[src/rtl/prog_loader.sv]
// Program loader: holds a program image in RAM, streams it over sclk/mosi/mode into the
// target core, then runs it until done_in or timeout. Define PROG_LOADER_CRC_EN to add crc_out.
module prog_loader #(
    parameter int DATA_W  = 8,
    parameter int DEPTH   = 256,
    parameter int ADDR_W  = $clog2(DEPTH),
    parameter int LANES   = 1,
    parameter int CLK_DIV = 2,
    parameter int RST_CYC = 4,
    parameter int TIMEOUT = 1024
) (
    input  logic              clk,
    input  logic              rst,
    input  logic              wr_en,
    input  logic [ADDR_W-1:0] wr_addr,
    input  logic [DATA_W-1:0] wr_data,
    input  logic [ADDR_W:0]   len_in,
    input  logic              start,
    output logic              busy,
    output logic              finished,
    output logic              error,
    output logic              sclk_out,
    output logic              rst_n_out,
    output logic [LANES-1:0]  mosi_out,
    output logic [1:0]        mode_out,
    input  logic              done_in
`ifdef PROG_LOADER_CRC_EN
    ,
    output logic [7:0]        crc_out
`endif
);

    localparam int BPW   = DATA_W / LANES;
    localparam int BIT_W = (BPW > 1) ? $clog2(BPW) : 1;
    localparam int DIV_W = (CLK_DIV > 1) ? $clog2(CLK_DIV) : 1;
    localparam int RST_W = (RST_CYC > 1) ? $clog2(RST_CYC) : 1;
    localparam int TO_W  = (TIMEOUT > 1) ? $clog2(TIMEOUT) : 1;

    localparam logic [BIT_W-1:0] BIT_MAX = BIT_W'(BPW - 1);
    localparam logic [DIV_W-1:0] DIV_MAX = DIV_W'(CLK_DIV - 1);
    localparam logic [RST_W-1:0] RST_MAX = RST_W'(RST_CYC - 1);
    localparam logic [TO_W-1:0]  TO_MAX  = TO_W'(TIMEOUT - 1);
    localparam logic [ADDR_W:0]  DEPTH_L = (ADDR_W + 1)'(DEPTH);

    localparam logic [1:0] MODE_IDLE = 2'b00;
    localparam logic [1:0] MODE_LOAD = 2'b01;
    localparam logic [1:0] MODE_RUN  = 2'b10;

    typedef enum logic [2:0] {S_IDLE, S_TRST, S_LOAD, S_RUN, S_ERR} state_t;

    state_t              state_q, state_d;
    logic                busy_q, busy_d;
    logic                finished_q, finished_d;
    logic                error_q, error_d;
    logic                sclk_q, sclk_d;
    logic                rst_n_q, rst_n_d;
    logic [LANES-1:0]    mosi_q, mosi_d;
    logic [1:0]          mode_q, mode_d;
    logic [DIV_W-1:0]    div_cnt_q, div_cnt_d;
    logic [RST_W-1:0]    rst_cnt_q, rst_cnt_d;
    logic [BIT_W-1:0]    bit_cnt_q, bit_cnt_d;
    logic [ADDR_W:0]     word_cnt_q, word_cnt_d;
    logic [ADDR_W:0]     len_q, len_d;
    logic [ADDR_W-1:0]   rd_addr_q, rd_addr_d;
    logic [TO_W-1:0]     run_cnt_q, run_cnt_d;
    logic [DATA_W-1:0]   shift_q, shift_d;
    logic [DATA_W-1:0]   rd_data_q;
    logic [2:0]          done_sync_q;
    logic [DATA_W-1:0]   mem [DEPTH];

    logic                start_ok, tick, sclk_fall, done_rise, mem_we;
    logic                present;
    logic [DATA_W-1:0]   nxt_word;

`ifdef PROG_LOADER_CRC_EN
    logic [7:0]          crc_q, crc_d;

    // CRC-8, poly 0x07, fed with the lanes of one sclk period, highest lane first
    function automatic logic [7:0] crc8_step(input logic [7:0] crc, input logic [LANES-1:0] bits);
        logic [7:0] c;
        logic       fb;
        c = crc;
        for (int i = LANES - 1; i >= 0; i--) begin
            fb = c[7] ^ bits[i];
            c  = {c[6:0], 1'b0} ^ (fb ? 8'h07 : 8'h00);
        end
        return c;
    endfunction
`endif

    assign start_ok  = start && !busy_q;
    assign tick      = (div_cnt_q == DIV_MAX);
    assign sclk_fall = tick && sclk_q;
    assign done_rise = done_sync_q[1] && !done_sync_q[2];
    assign mem_we    = wr_en && !busy_q && !start;

    always_comb begin
        state_d    = state_q;
        busy_d     = busy_q;
        finished_d = 1'b0;
        error_d    = error_q;
        sclk_d     = sclk_q;
        rst_n_d    = rst_n_q;
        mosi_d     = mosi_q;
        mode_d     = mode_q;
        div_cnt_d  = div_cnt_q;
        rst_cnt_d  = rst_cnt_q;
        bit_cnt_d  = bit_cnt_q;
        word_cnt_d = word_cnt_q;
        len_d      = len_q;
        rd_addr_d  = rd_addr_q;
        run_cnt_d  = run_cnt_q;
        shift_d    = shift_q;
        present    = 1'b0;
        nxt_word   = '0;
`ifdef PROG_LOADER_CRC_EN
        crc_d      = crc_q;
`endif

        if (state_q == S_TRST || state_q == S_LOAD || state_q == S_RUN) begin
            if (tick) begin
                div_cnt_d = '0;
                sclk_d    = !sclk_q;
            end else begin
                div_cnt_d = div_cnt_q + DIV_W'(1);
            end
        end

        case (state_q)
            S_IDLE, S_ERR: begin
                state_d   = S_IDLE;
                busy_d    = 1'b0;
                sclk_d    = 1'b0;
                div_cnt_d = '0;
                rst_n_d   = 1'b0;
                mosi_d    = '0;
                mode_d    = MODE_IDLE;
                if (start_ok) begin
                    state_d   = S_TRST;
                    busy_d    = 1'b1;
                    error_d   = 1'b0;
                    len_d     = (len_in > DEPTH_L) ? DEPTH_L : len_in;
                    rst_cnt_d = '0;
                    rd_addr_d = '0;
`ifdef PROG_LOADER_CRC_EN
                    crc_d     = 8'h00;
`endif
                end
            end
            S_TRST: begin
                if (sclk_fall) begin
                    if (rst_cnt_q == RST_MAX) begin
                        rst_n_d = 1'b1;
                        if (len_q == '0) begin
                            state_d   = S_RUN;
                            mode_d    = MODE_RUN;
                            run_cnt_d = '0;
                        end else begin
                            // rd_data_q has held word 0 since the start cycle
                            state_d    = S_LOAD;
                            mode_d     = MODE_LOAD;
                            present    = 1'b1;
                            nxt_word   = rd_data_q;
                            bit_cnt_d  = '0;
                            word_cnt_d = '0;
                            rd_addr_d  = ADDR_W'(1);
                        end
                    end else begin
                        rst_cnt_d = rst_cnt_q + RST_W'(1);
                    end
                end
            end
            S_LOAD: begin
                if (sclk_fall) begin
                    if (bit_cnt_q == BIT_MAX) begin
                        if (word_cnt_q == len_q - (ADDR_W + 1)'(1)) begin
                            state_d   = S_RUN;
                            mode_d    = MODE_RUN;
                            mosi_d    = '0;
                            run_cnt_d = '0;
                        end else begin
                            present    = 1'b1;
                            nxt_word   = rd_data_q;
                            bit_cnt_d  = '0;
                            word_cnt_d = word_cnt_q + (ADDR_W + 1)'(1);
                            rd_addr_d  = rd_addr_q + ADDR_W'(1);
                        end
                    end else begin
                        present   = 1'b1;
                        nxt_word  = shift_q << LANES;
                        bit_cnt_d = bit_cnt_q + BIT_W'(1);
                    end
                end
            end
            S_RUN: begin
                if (done_rise || run_cnt_q == TO_MAX) begin
                    state_d    = done_rise ? S_IDLE : S_ERR;
                    finished_d = done_rise;
                    error_d    = !done_rise;
                    busy_d     = 1'b0;
                    mode_d     = MODE_IDLE;
                    mosi_d     = '0;
                    rst_n_d    = 1'b0;
                    sclk_d     = 1'b0;
                    div_cnt_d  = '0;
                end else begin
                    run_cnt_d = run_cnt_q + TO_W'(1);
                end
            end
            default: state_d = S_IDLE;
        endcase

        if (present) begin
            shift_d = nxt_word;
            mosi_d  = nxt_word[DATA_W-1 -: LANES];
`ifdef PROG_LOADER_CRC_EN
            crc_d   = crc8_step(crc_q, nxt_word[DATA_W-1 -: LANES]);
`endif
        end
    end

    always_ff @(posedge clk) begin
        if (rst) begin
            state_q     <= S_IDLE;
            busy_q      <= 1'b0;
            finished_q  <= 1'b0;
            error_q     <= 1'b0;
            sclk_q      <= 1'b0;
            rst_n_q     <= 1'b0;
            mosi_q      <= '0;
            mode_q      <= MODE_IDLE;
            div_cnt_q   <= '0;
            rst_cnt_q   <= '0;
            bit_cnt_q   <= '0;
            word_cnt_q  <= '0;
            len_q       <= '0;
            rd_addr_q   <= '0;
            run_cnt_q   <= '0;
            done_sync_q <= '0;
`ifdef PROG_LOADER_CRC_EN
            crc_q       <= 8'h00;
`endif
        end else begin
            state_q     <= state_d;
            busy_q      <= busy_d;
            finished_q  <= finished_d;
            error_q     <= error_d;
            sclk_q      <= sclk_d;
            rst_n_q     <= rst_n_d;
            mosi_q      <= mosi_d;
            mode_q      <= mode_d;
            div_cnt_q   <= div_cnt_d;
            rst_cnt_q   <= rst_cnt_d;
            bit_cnt_q   <= bit_cnt_d;
            word_cnt_q  <= word_cnt_d;
            len_q       <= len_d;
            rd_addr_q   <= rd_addr_d;
            run_cnt_q   <= run_cnt_d;
            done_sync_q <= {done_sync_q[1:0], done_in};
`ifdef PROG_LOADER_CRC_EN
            crc_q       <= crc_d;
`endif
        end
    end

    // Program RAM and word shifter carry data only; they survive reset
    always_ff @(posedge clk) begin
        if (mem_we) begin
            mem[wr_addr] <= wr_data;
        end
        rd_data_q <= mem[rd_addr_q];
        shift_q   <= shift_d;
    end

    assign busy      = busy_q;
    assign finished  = finished_q;
    assign error     = error_q;
    assign sclk_out  = sclk_q;
    assign rst_n_out = rst_n_q;
    assign mosi_out  = mosi_q;
    assign mode_out  = mode_q;
`ifdef PROG_LOADER_CRC_EN
    assign crc_out   = crc_q;
`endif

endmodule

[config.mk]
export PLATFORM = sky130hd
export DESIGN_NAME = prog_loader
export DESIGN_NICKNAME = d
export VERILOG_FILES = /design/src/rtl/prog_loader.sv
export SDC_FILE = /design/constraint.sdc
export NUM_CORES = 2
export LEC_CHECK = 0
export ABC_CLOCK_PERIOD_IN_PS = 4700
export CAP_MARGIN = 20
export CORE_MARGIN = 4
export CORE_UTILIZATION = 41
export CTS_CLUSTER_DIAMETER = 100
export DETAILED_ROUTE_END_ITERATION = 7
export RECOVER_POWER = 100
export SLEW_MARGIN = 25
export SYNTH_ARGS = -nofsm -noshare
export SYNTH_HDL_FRONTEND = slang
export SYNTH_SLANG_ARGS = --single-unit
[constraint.sdc]
create_clock -name clk -period 4.7 [get_ports clk]
set_input_delay 0.94 -clock clk [delete_from_list [all_inputs] [get_ports clk]]
set_output_delay 0.94 -clock clk [all_outputs]
set_load 0.03 [all_outputs]
==> metrics.json <==
{
  "ioPinCount": 38,
  "cp_max_fo": 16,
  "insertion_delay_ps": 850,
  "hpwlAfterDp_mm": 150,
  "synthesis.area_per_instance_um2": 19.8,
  "core_area_mm2": 0.200,
  "critical_path_buf_inv_count": 2,
  "hold_viol_final": 0,
  "num-nets-final": 4595,
  "num_vias": 44300,
  "sequential_cell_area_mm2": 0.0630,
  "clock_sinks": 2119,
  "crit_required_ps": 5080,
  "synth_nets": 4208,
  "pwr_density_cell_mw_per_mm2": 415,
  "floorplan.initialDensity_pct": 41.3,
  "rows": 164,
  "dr.pass1.iters": 6,
  "antenna_found_initial": 4,
  "die-width_um": 457,
  "cell_internal_pwr_w": 0.0309,
  "vias_per_cell": 5.99,
  "wl_mm": 236,
  "timing.slew.headroom_pct": -169,
  "summed_negative_setup_slack_over_all_endpoints_ps": 0,
  "sw_frac_of_total_pct": 21.3,
  "drive_gt1_share_pct": 20.8,
  "first_iter_violations": 6431,
  "clk_transition_reported_paths_ps": 60,
  "count_of_unique_library_cells_instantiated_by_yosys": 75,
  "layout.core_utilization_pct": 47.3,
  "hold_class": "reg -> reg",
  "detail-route-antenna-nets": 0,
  "synthFlopType": "edfxtp_1",
  "crit_type": "in -> reg",
  "largest_clock_skew_in_the_final_design_ps": 39.3,
  "tritoncts": "yes",
  "final_hold_slack_ps": 460,
  "final-setup-viol-count": 0,
  "cpMaxStageDelayCell": "clkbuf_1",
  "category_of_the_worst_setup_path_capture_point": "flip-flop",
  "grt_first_pass_wirelength_mm": 334,
  "globalRoute.totalOverflow": 0,
  "cts_buf_count": 211,
  "largest_net_degree_at_the_start_of_global_routing": 120,
  "cts_setup_buffers": 0,
  "synth-seq-area-share_pct": 76.2,
  "die-height_um": 457,
  "finalCriticalPeriod_ps": 4370,
  "synth-warning-count": 0,
  "failed_checks": "max-capacitance violations, max-slew violations",
  "synth_edf_count": 2055,
  "worst-slew-pin-transition_ps": 4040,
  "clock_path_buffers": 3,
  "drc": 0,
  "fin_total_pwr_w": 0.0393,
  "upper_clock_frequency_limit_mhz": 229,
  "finalWeightedCongestion": 0.891,
  "grt_pass1_vias": 43600,
  "multi_input_area_mm2": 0.0186,
  "maximum_level_of_the_cts_h_tree": 4,
  "share_comb_of_total_power_pct": 4.8,
  "ctsRootBufferMaster": "clkbuf_16",
  "worst_path_largest_cell_delay_ps": 1920,
  "net-switching-power_w": 0.00835,
  "critical_path.cell_chain": "dlygate4sd3_1, nor2_1, and2_0, nand2_1, nor2_1, nand3_2, clkbuf_1, nor2_1",
  "placement.io_buffers": 37,
  "wire_per_inst_um": 32.0,
  "placedCellCount": 7000,
  "portion_of_total_power_attributed_to_sequential_cells_pct": 53.0,
  "power.ir.vdd_worst_mv": 0.373,
  "unrepaired_setup_endpoints_after_global_routing": "false",
  "critical_path_arrival_ps": 4750,
  "share_clk_of_total_power_pct": 42.2,
  "fin_cells": 7393,
  "final.period_utilization_pct": 93.1,
  "leakage_nw": 28.3,
  "cts.repair.resized": 0,
  "status": "complete, but fails checks",
  "max_slew_vio_count": 1229,
  "post_synthesis_instance_total": 4170,
  "grt_use_total_pct": 22.3,
  "postCtsHoldBufs": 0,
  "cp-start-kind": "input pin",
  "path_delay_family": "buffers and inverters",
  "n_fill_cell": 16700,
  "synth_seq_cells": 2119,
  "synth_async_sr_flop_share_pct": 0,
  "design.die.area_mm2": 0.209,
  "layout-area-overhead-vs-synth_pct": 14.4,
  "timing.critical_path.mode_cell": "nor2_1",
  "post_synth_instance_area_mm2": 0.0827,
  "cap_violations": 25
}
cells in the mapped netlist, types with 23 or more instances:
cell	instances	area share [%]
edfxtp_1	2055	75
mux4_2	441	12
nor2_1	331	1.5
mux2i_1	207	2.5
clkbuf_1	146	0.66
a21oi_1	100	0.61
nand2_1	98	0.44
a22oi_1	64	0.58
dfxtp_1	64	1.5
o21ai_0	63	0.38
buf_2	54	0.33
a221oi_1	46	0.49
buf_1	38	0.17
nand3_1	38	0.23
a211oi_1	31	0.28
nor2b_1	31	0.23
o22ai_1	27	0.20
nor3_1	23	0.14
o221ai_1	23	0.24
path summary, 6_finish.rpt:
path | cells past startpoint | to | slack [ps] | startpoint
max | 8 | mem[77][0] | 330 | start
min | 1 | done_sync_q[1] | 460 | done_sync_q[0]
max reg2reg | 6 | rd_data_q[2] | 450 | rd_addr_q[2]
min reg2reg | 1 | done_sync_q[1] | 460 | done_sync_q[0]
cells by family after synthesis:
group                      count (synthesis)  share of synthesized area, %
AOI/OAI and AO/OA                        479                          4.10
muxes                                    656                          14.6
and+or+nand+nor                          615                          3.33
buffers and inverters                    269                          1.40
xor gates and xnor gates                  24                         0.254
DFF                                     2119                          76.2
adders and majority gates                  8                         0.121
final cells by class:
class / instances / share of cell area [%]
Sequential cell: 2119 / 66.6
Clock buffer: 271 / 5.89
Tap cell: 2656 / 3.51
Clock inverter: 121 / 1.29
Multi-Input combinational cell: 1782 / 19.7
Antenna cell: 1 / 0.00264
Timing Repair Buffer: 431 / 3.02
Inverter: 12 / 0.0489
worst register-to-register path, stage by stage (launching register included):
cell      delay, ps
dfxtp_4         650
nor2b_4         960
clkbuf_2        600
a22oi_1         160
a21oi_1         560
a211oi_1        240
o311ai_0        880
registers in the layout (all words and copies together), names as in the netlist, 3 cells and up:
register,flops
word_cnt_q,9
bit_cnt_q,3
run_cnt_q,10
rd_addr_q,8
state_q,3
len_q,9
shift_q,7
mem,2048
rd_data_q,8
done_sync_q,3
layer usage:
metal  GRT usage [%]  up-vias  part of all wire, %
li1                -    18000                    -
met1            31.7    23300                   40
met2            33.9     2483                   46
met3            5.87      406                   11
met4            7.19        2                  3.4
met5               0        -               0.0047
power by group through the flow:
stage               registers [W]  clock network (W)  logic (W)
finish                     0.0208             0.0166    0.00189
global route               0.0208             0.0176    0.00199
CTS                        0.0208             0.0168    0.00192
detailed placement         0.0212                  0    0.00192
global placement           0.0212                  0    0.00190
floorplan                  0.0212                  0    0.00102
stage by stage:
stage / cell area [um2] / setup WS [ps]
after global routing: 94600 / 314
after floorplan: 82700 / 1930
after CTS: 95600 / 778
final: 94600 / 326
after detailed placement: 88800 / 699
after global placement: 88800 / 569
layout by cell type, fill, tap and decap left out, types with 57 or more instances in the layout:
master,n
nand2_1,95
clkbuf_1,259
buf_4,155
a22oi_1,64
clkbuf_16,212
nor2_1,329
mux4_2,441
dfxtp_1,57
mux2i_1,207
o21ai_0,63
edfxtp_1,2055
a21oi_1,100
Power figures use the tool's default switching activity.
